<file path="config.mk">
export PLATFORM = sky130hd
export DESIGN_NAME = rc_wormhole_pipe
export DESIGN_NICKNAME = d
export VERILOG_FILES = /design/src/rtl/rc_wormhole_pipe.sv
export SDC_FILE = /design/constraint.sdc
export NUM_CORES = 1
export LEC_CHECK = 0
export ABC_AREA = 1
export CAP_MARGIN = 20
export CORE_ASPECT_RATIO = 0.7
export CORE_MARGIN = 2
export CORE_UTILIZATION = 43
export CTS_CLUSTER_DIAMETER = 80
export DETAILED_ROUTE_END_ITERATION = 8
export GPL_TIMING_DRIVEN = 0
export PLACE_DENSITY = 0.81
export SYNTH_ARGS = -nofsm -noshare
export SYNTH_HDL_FRONTEND = slang
export SYNTH_SLANG_ARGS = --single-unit
</file>
<file path="constraint.sdc">
create_clock -name clk -period 1.8 [get_ports clk]
set_input_delay 0.36 -clock clk [delete_from_list [all_inputs] [get_ports clk]]
set_output_delay 0.36 -clock clk [all_outputs]
set_load 0.02 [all_outputs]
</file>
<file path="src/rtl/rc_wormhole_pipe.sv">
// rc_wormhole_pipe
//   Registered route-computation stage for one input port of a 2D-mesh
//   router. A head flit computes a preferred-port vector (XY, YX or minimal
//   adaptive). Body and tail flits reuse the route latched from their head.
//   A single output register with valid/ready flow control sits between the
//   input buffer and the switch allocator.
//
// Handshake: a transfer happens on a port in any cycle where valid and ready
//   are both high. in_ready = ~out_valid | out_ready, so the register can
//   reload in the same cycle its contents leave. out_* hold steady while
//   out_valid & ~out_ready.
//
// Ports
//   clk, reset        clock, synchronous active-high reset
//   cfg_mode          0=XY 1=YX 2=minimal adaptive 3=XY (sampled on head accept)
//   in_valid/in_ready input handshake
//   in_head/in_tail   framing bits
//   in_dst            destination {y,x}, only meaningful on a head
//   in_data           payload, passed through unchanged
//   out_valid/out_ready output handshake
//   out_ppv           [0]=N(y+) [1]=E(x+) [2]=S(y-) [3]=W(x-) [4]=local
//   out_head/out_tail/out_data  registered flit fields
//   err_range         sticky: head with an out-of-mesh destination
//   err_proto         sticky: framing violation
//   pkt_cnt           tails forwarded downstream, wraps
//   fsm_state         wormhole state for observation (0=IDLE, 1=BODY)
module rc_wormhole_pipe #(
    parameter int CORD_X  = 1,
    parameter int CORD_Y  = 1,
    parameter int COORD_W = 4,
    parameter int MESH_X  = 4,
    parameter int MESH_Y  = 4,
    parameter int DATA_W  = 32
) (
    input  logic                 clk,
    input  logic                 reset,
    input  logic [1:0]           cfg_mode,
    input  logic                 in_valid,
    output logic                 in_ready,
    input  logic                 in_head,
    input  logic                 in_tail,
    input  logic [2*COORD_W-1:0] in_dst,
    input  logic [DATA_W-1:0]    in_data,
    output logic                 out_valid,
    input  logic                 out_ready,
    output logic [4:0]           out_ppv,
    output logic                 out_head,
    output logic                 out_tail,
    output logic [DATA_W-1:0]    out_data,
    output logic                 err_range,
    output logic                 err_proto,
    output logic [15:0]          pkt_cnt,
    output logic                 fsm_state
);

    typedef enum logic {IDLE = 1'b0, BODY = 1'b1} state_t;

    localparam logic [COORD_W-1:0] OWN_X = COORD_W'(CORD_X);
    localparam logic [COORD_W-1:0] OWN_Y = COORD_W'(CORD_Y);
    localparam logic [4:0]         PPV_LOCAL = 5'b10000;

    state_t             state, state_nxt;
    logic [4:0]         route_q;
    logic [COORD_W-1:0] dst_x, dst_y;
    logic               in_range;
    logic               go_n, go_e, go_s, go_w;
    logic [4:0]         head_ppv;
    logic               accept, xfer;
    logic               load, proto_hit;
    logic [4:0]         load_ppv;

    assign fsm_state = state;
    assign in_ready  = ~out_valid | out_ready;
    assign accept    = in_valid & in_ready;
    assign xfer      = out_valid & out_ready;

    assign dst_x    = in_dst[COORD_W-1:0];
    assign dst_y    = in_dst[2*COORD_W-1:COORD_W];
    assign in_range = (int'(dst_x) < MESH_X) && (int'(dst_y) < MESH_Y);

    assign go_e = dst_x > OWN_X;
    assign go_w = dst_x < OWN_X;
    assign go_n = dst_y > OWN_Y;
    assign go_s = dst_y < OWN_Y;

    // Route for a head flit. Out-of-mesh destinations eject locally so the
    // flit is drained rather than wandering off the mesh edge.
    always_comb begin
        head_ppv = PPV_LOCAL;
        if (in_range && !(dst_x == OWN_X && dst_y == OWN_Y)) begin
            case (cfg_mode)
                2'd1: begin
                    if (go_n || go_s) head_ppv = {1'b0, 1'b0, go_s, 1'b0, go_n};
                    else              head_ppv = {1'b0, go_w, 1'b0, go_e, 1'b0};
                end
                2'd2: head_ppv = {1'b0, go_w, go_s, go_e, go_n};
                default: begin
                    if (go_e || go_w) head_ppv = {1'b0, go_w, 1'b0, go_e, 1'b0};
                    else              head_ppv = {1'b0, 1'b0, go_s, 1'b0, go_n};
                end
            endcase
        end
    end

    // Wormhole FSM next state and load decision. A head in BODY is a framing
    // error but is still treated as the start of a fresh packet; a non-head
    // in IDLE is swallowed without reaching the output register.
    always_comb begin
        state_nxt = state;
        load      = 1'b0;
        proto_hit = 1'b0;
        load_ppv  = head_ppv;
        if (accept) begin
            if (in_head) begin
                load      = 1'b1;
                proto_hit = (state == BODY);
                state_nxt = in_tail ? IDLE : BODY;
            end else if (state == IDLE) begin
                proto_hit = 1'b1;
            end else begin
                load     = 1'b1;
                load_ppv = route_q;
                if (in_tail) state_nxt = IDLE;
            end
        end
    end

    always_ff @(posedge clk) begin
        if (reset) state <= IDLE;
        else       state <= state_nxt;
    end

    always_ff @(posedge clk) begin
        if (reset) begin
            out_valid <= 1'b0;
            out_ppv   <= '0;
            out_head  <= 1'b0;
            out_tail  <= 1'b0;
            out_data  <= '0;
            route_q   <= '0;
            err_range <= 1'b0;
            err_proto <= 1'b0;
            pkt_cnt   <= '0;
        end else begin
            if (load) begin
                out_valid <= 1'b1;
                out_ppv   <= load_ppv;
                out_head  <= in_head;
                out_tail  <= in_tail;
                out_data  <= in_data;
            end else if (xfer) begin
                out_valid <= 1'b0;
            end
            if (accept && in_head) begin
                route_q <= head_ppv;
                if (!in_range) err_range <= 1'b1;
            end
            if (proto_hit) err_proto <= 1'b1;
            if (xfer && out_tail) pkt_cnt <= pkt_cnt + 16'd1;
        end
    end

endmodule

</file>
Yosys cells after proc, flatten, opt, wreduce, memory -nomap -nowiden:

Index checks and enable logic that the tools add are counted.

* output and inout bits: 60
* input bits: 48
* logic and storage cells: 54
* register bits after elaboration: 64

* magnitude comparators: 6
* $add $sub $neg: 1
* bitwise operators: 5
* eq/ne operators: 4
* multiplexer cells: 18
* reductions and logical operators: 10

Operators with widths (count)
* $mux 5: 4
* $add 16x1->16 const B: 1
* $mux 1: 11
* $pmux 5 s2: 1
* $eq 4x1->1 const B: 2
* $gt 4x1->1 const B: 2
* $lt 4x1->1 const B: 2
* $lt 4x3->1 const B: 2
* $mux 4: 2
* $logic_and 1x1->1: 5
* $and 1x1->1: 2
* $eq 2x1->1 const B: 1
* $eq 2x2->1 const B: 1
* $logic_or 1x1->1: 2
* $not 1->1: 2
* $reduce_and 2->1: 1
* $reduce_bool 2->1: 1
* $logic_not 1->1: 1
* $or 1x1->1: 1

Longest topological paths before layout:

* depth after elaboration: 8
* depth in mapped cells: 10
* gate-level depth less buffers: 10

Least setup slack after synthesis:

OpenSTA, ideal clock, no wires.

* path kind: reg-to-reg
* start: reg pkt_cnt[0]
* end: reg pkt_cnt[12]
* path buffers: 0
* required time: 1684 ps
* slack: 325 ps
* stages on the path, launching flop included: 9
* arrival time: 1359 ps
* period minus slack after synthesis: 1475 ps
* path through: dfxtp_1 > ha_1 > nand3_1 > nor2_1 > nand2_1 > nor2_1 > nand2_1 > o21ai_0 > nor2_1

* word-level cells in the longest chain between the ends: 1

Ends and longest elaborated chain
* start: declaration: RTL line 52 `output logic [15:0] pkt_cnt,`
* start signal: assignment: RTL line 159 `if (xfer && out_tail) pkt_cnt <= pkt_cnt + 16'd1;`
* $add 16x1->16: RTL line 159

Every way passes these cells.
A chain may end at the register's enable or synchronous reset.

Final worst setup path:

* start: reg pkt_cnt[1]
* end: out pkt_cnt[1]

No word-level cell between the ends.

==> run summary <==
CP Max Fanout = 5
CTS Sinks = 64
DR vias/cell = 4.99
Per-cell routed wire length = 13.7 µm
# H-tree levels = 3
Routability cong. = 0.883
Vias in the first global route = 2879
Crit path cell chain = clkdlybuf4s50_1
Core ar. = 6190 µm²
Final min period = 1.75 ns
Synth top area share = 46.9%
Max Cap Violations = 0
M1 GR Usage = 27.5%
Max stage delay on crit path = 0.63 ns
Width of the die = 99.2 µm
Commonest non-fill, non-tap cell in the layout = clkdlybuf4s50_1
Clock latency on the worst-skew pair = 0.35 ns
CTS tree = built
Synthesized flop and latch total = 64
Clock root cell = clkbuf_8
Combinational Power Share = 18.1%
I/O Buffers = 107
Cells after Synth = 373
1st-pass router iterations = 4
Area of the mapped netlist = 2730 µm²
Worst-margin pin slew = 0.527 ns
Skew final = 0.0111 ns
Area grow syn2layout = 49.9%
Worst VDD drop = 534 µV
Status = finished, final reports clean
Final Hold Vio Count = 0
FF+latch area = 1280 µm²
Initial core utilization = 44.1%
Overall routing resource usage = 23.3%
Die Y = 70.7 µm
Power density over cell area = 811 nW/µm²
GRT overflow = 0
Vias = 2864
Met2 global-route usage = 36.9%
Dominant cells by area after synthesis = dfxtp_1, nor2_1, o21ai_0, nand2_1, a21oi_1
Startpoint Class = flop
FF-to-FF Start = pkt_cnt[1]$_SDFFE_PP0P_
Final worst-path cycle share = 97.2%
Post-synthesis sequential area ratio = 46.9%
Largest net degree at the start of global routing = 11
Footprint of the multi-input gates = 1240 µm²
Hold buffer count at CTS = 0
Clock input transition at the sequential cells of the worst setup and hold paths = 0.07 ns
Initial antenna violation count = 0
Slowest cell on the critical path = clkdlybuf4s50_1
Crit. Startpoint = pkt_cnt[1]$_SDFFE_PP0P_
Worst path top cell family by delay = buffers and inverters
Switch share = 26.8%
R2R cell count = 8
CP Depth = 1
Die footprint = 7010 µm²
Syn nets = 425
Commonest non-fill, non-tap cells in the layout = clkdlybuf4s50_1, nor2_1, dfxtp_1, nand2_1, o21ai_0
Avg Inst Size Synth = 7.32 µm²
Max-Slew Margin vs Limit = 64.9%
Setup crit end = pkt_cnt[1]
F_max = 0.572 GHz
Post-DP HPWL = 5790 µm
I/O pin cnt = 108
Unrepaired setup endpoints after global routing = no
Arr. time, crit path = 1.39 ns
Min Hold Slack = 0.473 ns
Antenna Cells = 0
Clock power share = 35.3%
Worst setup EP type = output pin
Routed WL = 7890 µm
Routed Antenna Nets = 0
HP Class = flop to flop
# fillers = 531
Total power = 3.32 mW
Global-route wire length before repair = 12900 µm
CP Class = flop to output pin
CP required = 1.44 ns
Int Pwr = 2.43 mW
Num CTS Buffers = 9
WP buf/inv = 1
Layout cells sized above 1 = 7.06%
Switching power = 0.888 mW
Cell taking the most area after synthesis = dfxtp_1
Final Slew Violations = 0
# nets final = 543
Final setup fails = 0
R2R Path End = pkt_cnt[12]$_SDFFE_PP0P_
CTS Buffer Depth = 2
FF-to-FF setup slack = 0.26 ns
Std-Cell Rows = 24
Yosys warning total = 0
Leak = 1.76 nW
Initial drt markers = 140
Most Used Layer, Global Route = met2
Distinct cells, synth = 28
DRC Markers = 0
Seq pwr share = 46.6%
Met3 Track Usage GR = 11.2%
[state kept, by name, summed over array words and instances (netlist names)]
signal and count:
out_ppv 5, out_head 1, err_proto 1, out_tail 1, pkt_cnt 16, fsm_state 1, err_range 1, route_q 5
out_valid 1, out_data 32
[synth_stat cells, drive strengths merged]
cell type	count
a21oi	24
a221oi	1
buf	9
clkbuf	5
dfxtp	64
ha	4
inv	32
nand2	59
nand3	11
nand4	4
nor2	97
nor3	6
o21a	1
o21ai	52
o21bai	1
or2	3
[worst reg2reg max path, cell delays in order (launching register included)]
cell and delay [ns]:
dfxtp_1 0.41, ha_1 0.23, nand3_1 0.13, nor2_1 0.11, nand2_1 0.06, nor2_1 0.20, nand2_1 0.10, o21ai_0 0.15
nor2_1 0.05
[power by group through the flow]
| stage | logic, mW | registers [mW] | clock network [mW] |
|---|---|---|---|
| 6_report | 0.602 | 1.55 | 1.17 |
| 3_5_place_dp | 0.598 | 1.57 | 0 |
| 2_1_floorplan | 0.188 | 1.66 | 0 |
| 4_1_cts | 0.603 | 1.55 | 1.19 |
| 5_1_grt | 0.653 | 1.55 | 1.25 |
| 3_3_place_gp | 0.588 | 1.57 | 0 |
[through the flow]
step	worst slack, ns	std cells	area, µm²	TNS, ns	util, %
floorplan	0.325	373	2730	0	-
global placement	-0.217	558	3900	-5.02	63.0
detailed placement	-0.223	558	3900	-5.93	63.0
CTS	0.0115	574	4080	0	65.9
global route	0.00541	574	4090	0	66.1
finish	0.0506	574	4090	0	66.1
[kinds of logic (layout without fill, tap and decap cells)]
group | count (synthesis) | count (layout) | share of synthesized area (%)
buf+inv | 46 | 169 | 7.65
flops | 64 | 64 | 46.9
simple gates | 180 | 180 | 28.8
compound gates | 79 | 79 | 14.8
fa+ha+maj | 4 | 4 | 1.83
[layout make-up]
cell class,instances,share of cell area (%)
clock inverters,4,1.10
multi-input cells,263,30.3
plain buffers,14,2.17
flip-flops and latches,64,31.3
repair buffers,107,26.5
clock buffers,12,3.30
well taps,78,2.39
inverters,32,2.94
[repair_timing]
action	in CTS	in global routing
setup buffers	0	0
endpoints found under the hold margin	0	0
endpoints found under the setup margin	1	6
gates resized for setup	1	6
[per-layer routing]
metal | wire, µm | part of all wire [%]
met1 | 3280 | 42
met2 | 3690 | 47
met3 | 766 | 9.7
met4 | 157 | 2.0
met5 | 0 | 0
[worst min path at each step]
stage,cells after the start,to,startpoint
global placement,1,err_proto$_SDFFE_PP0P_,err_proto$_SDFFE_PP0P_
CTS,1,err_proto$_SDFFE_PP0P_,err_proto$_SDFFE_PP0P_
detailed placement,1,err_proto$_SDFFE_PP0P_,err_proto$_SDFFE_PP0P_
finish,1,err_proto$_SDFFE_PP0P_,err_proto$_SDFFE_PP0P_
floorplan,1,fsm_state$_SDFFE_PP0P_,in_tail
global route,2,out_head$_SDFFE_PP0P_,out_head$_SDFFE_PP0P_
Note: power is estimated with default switching activity, not from simulation.
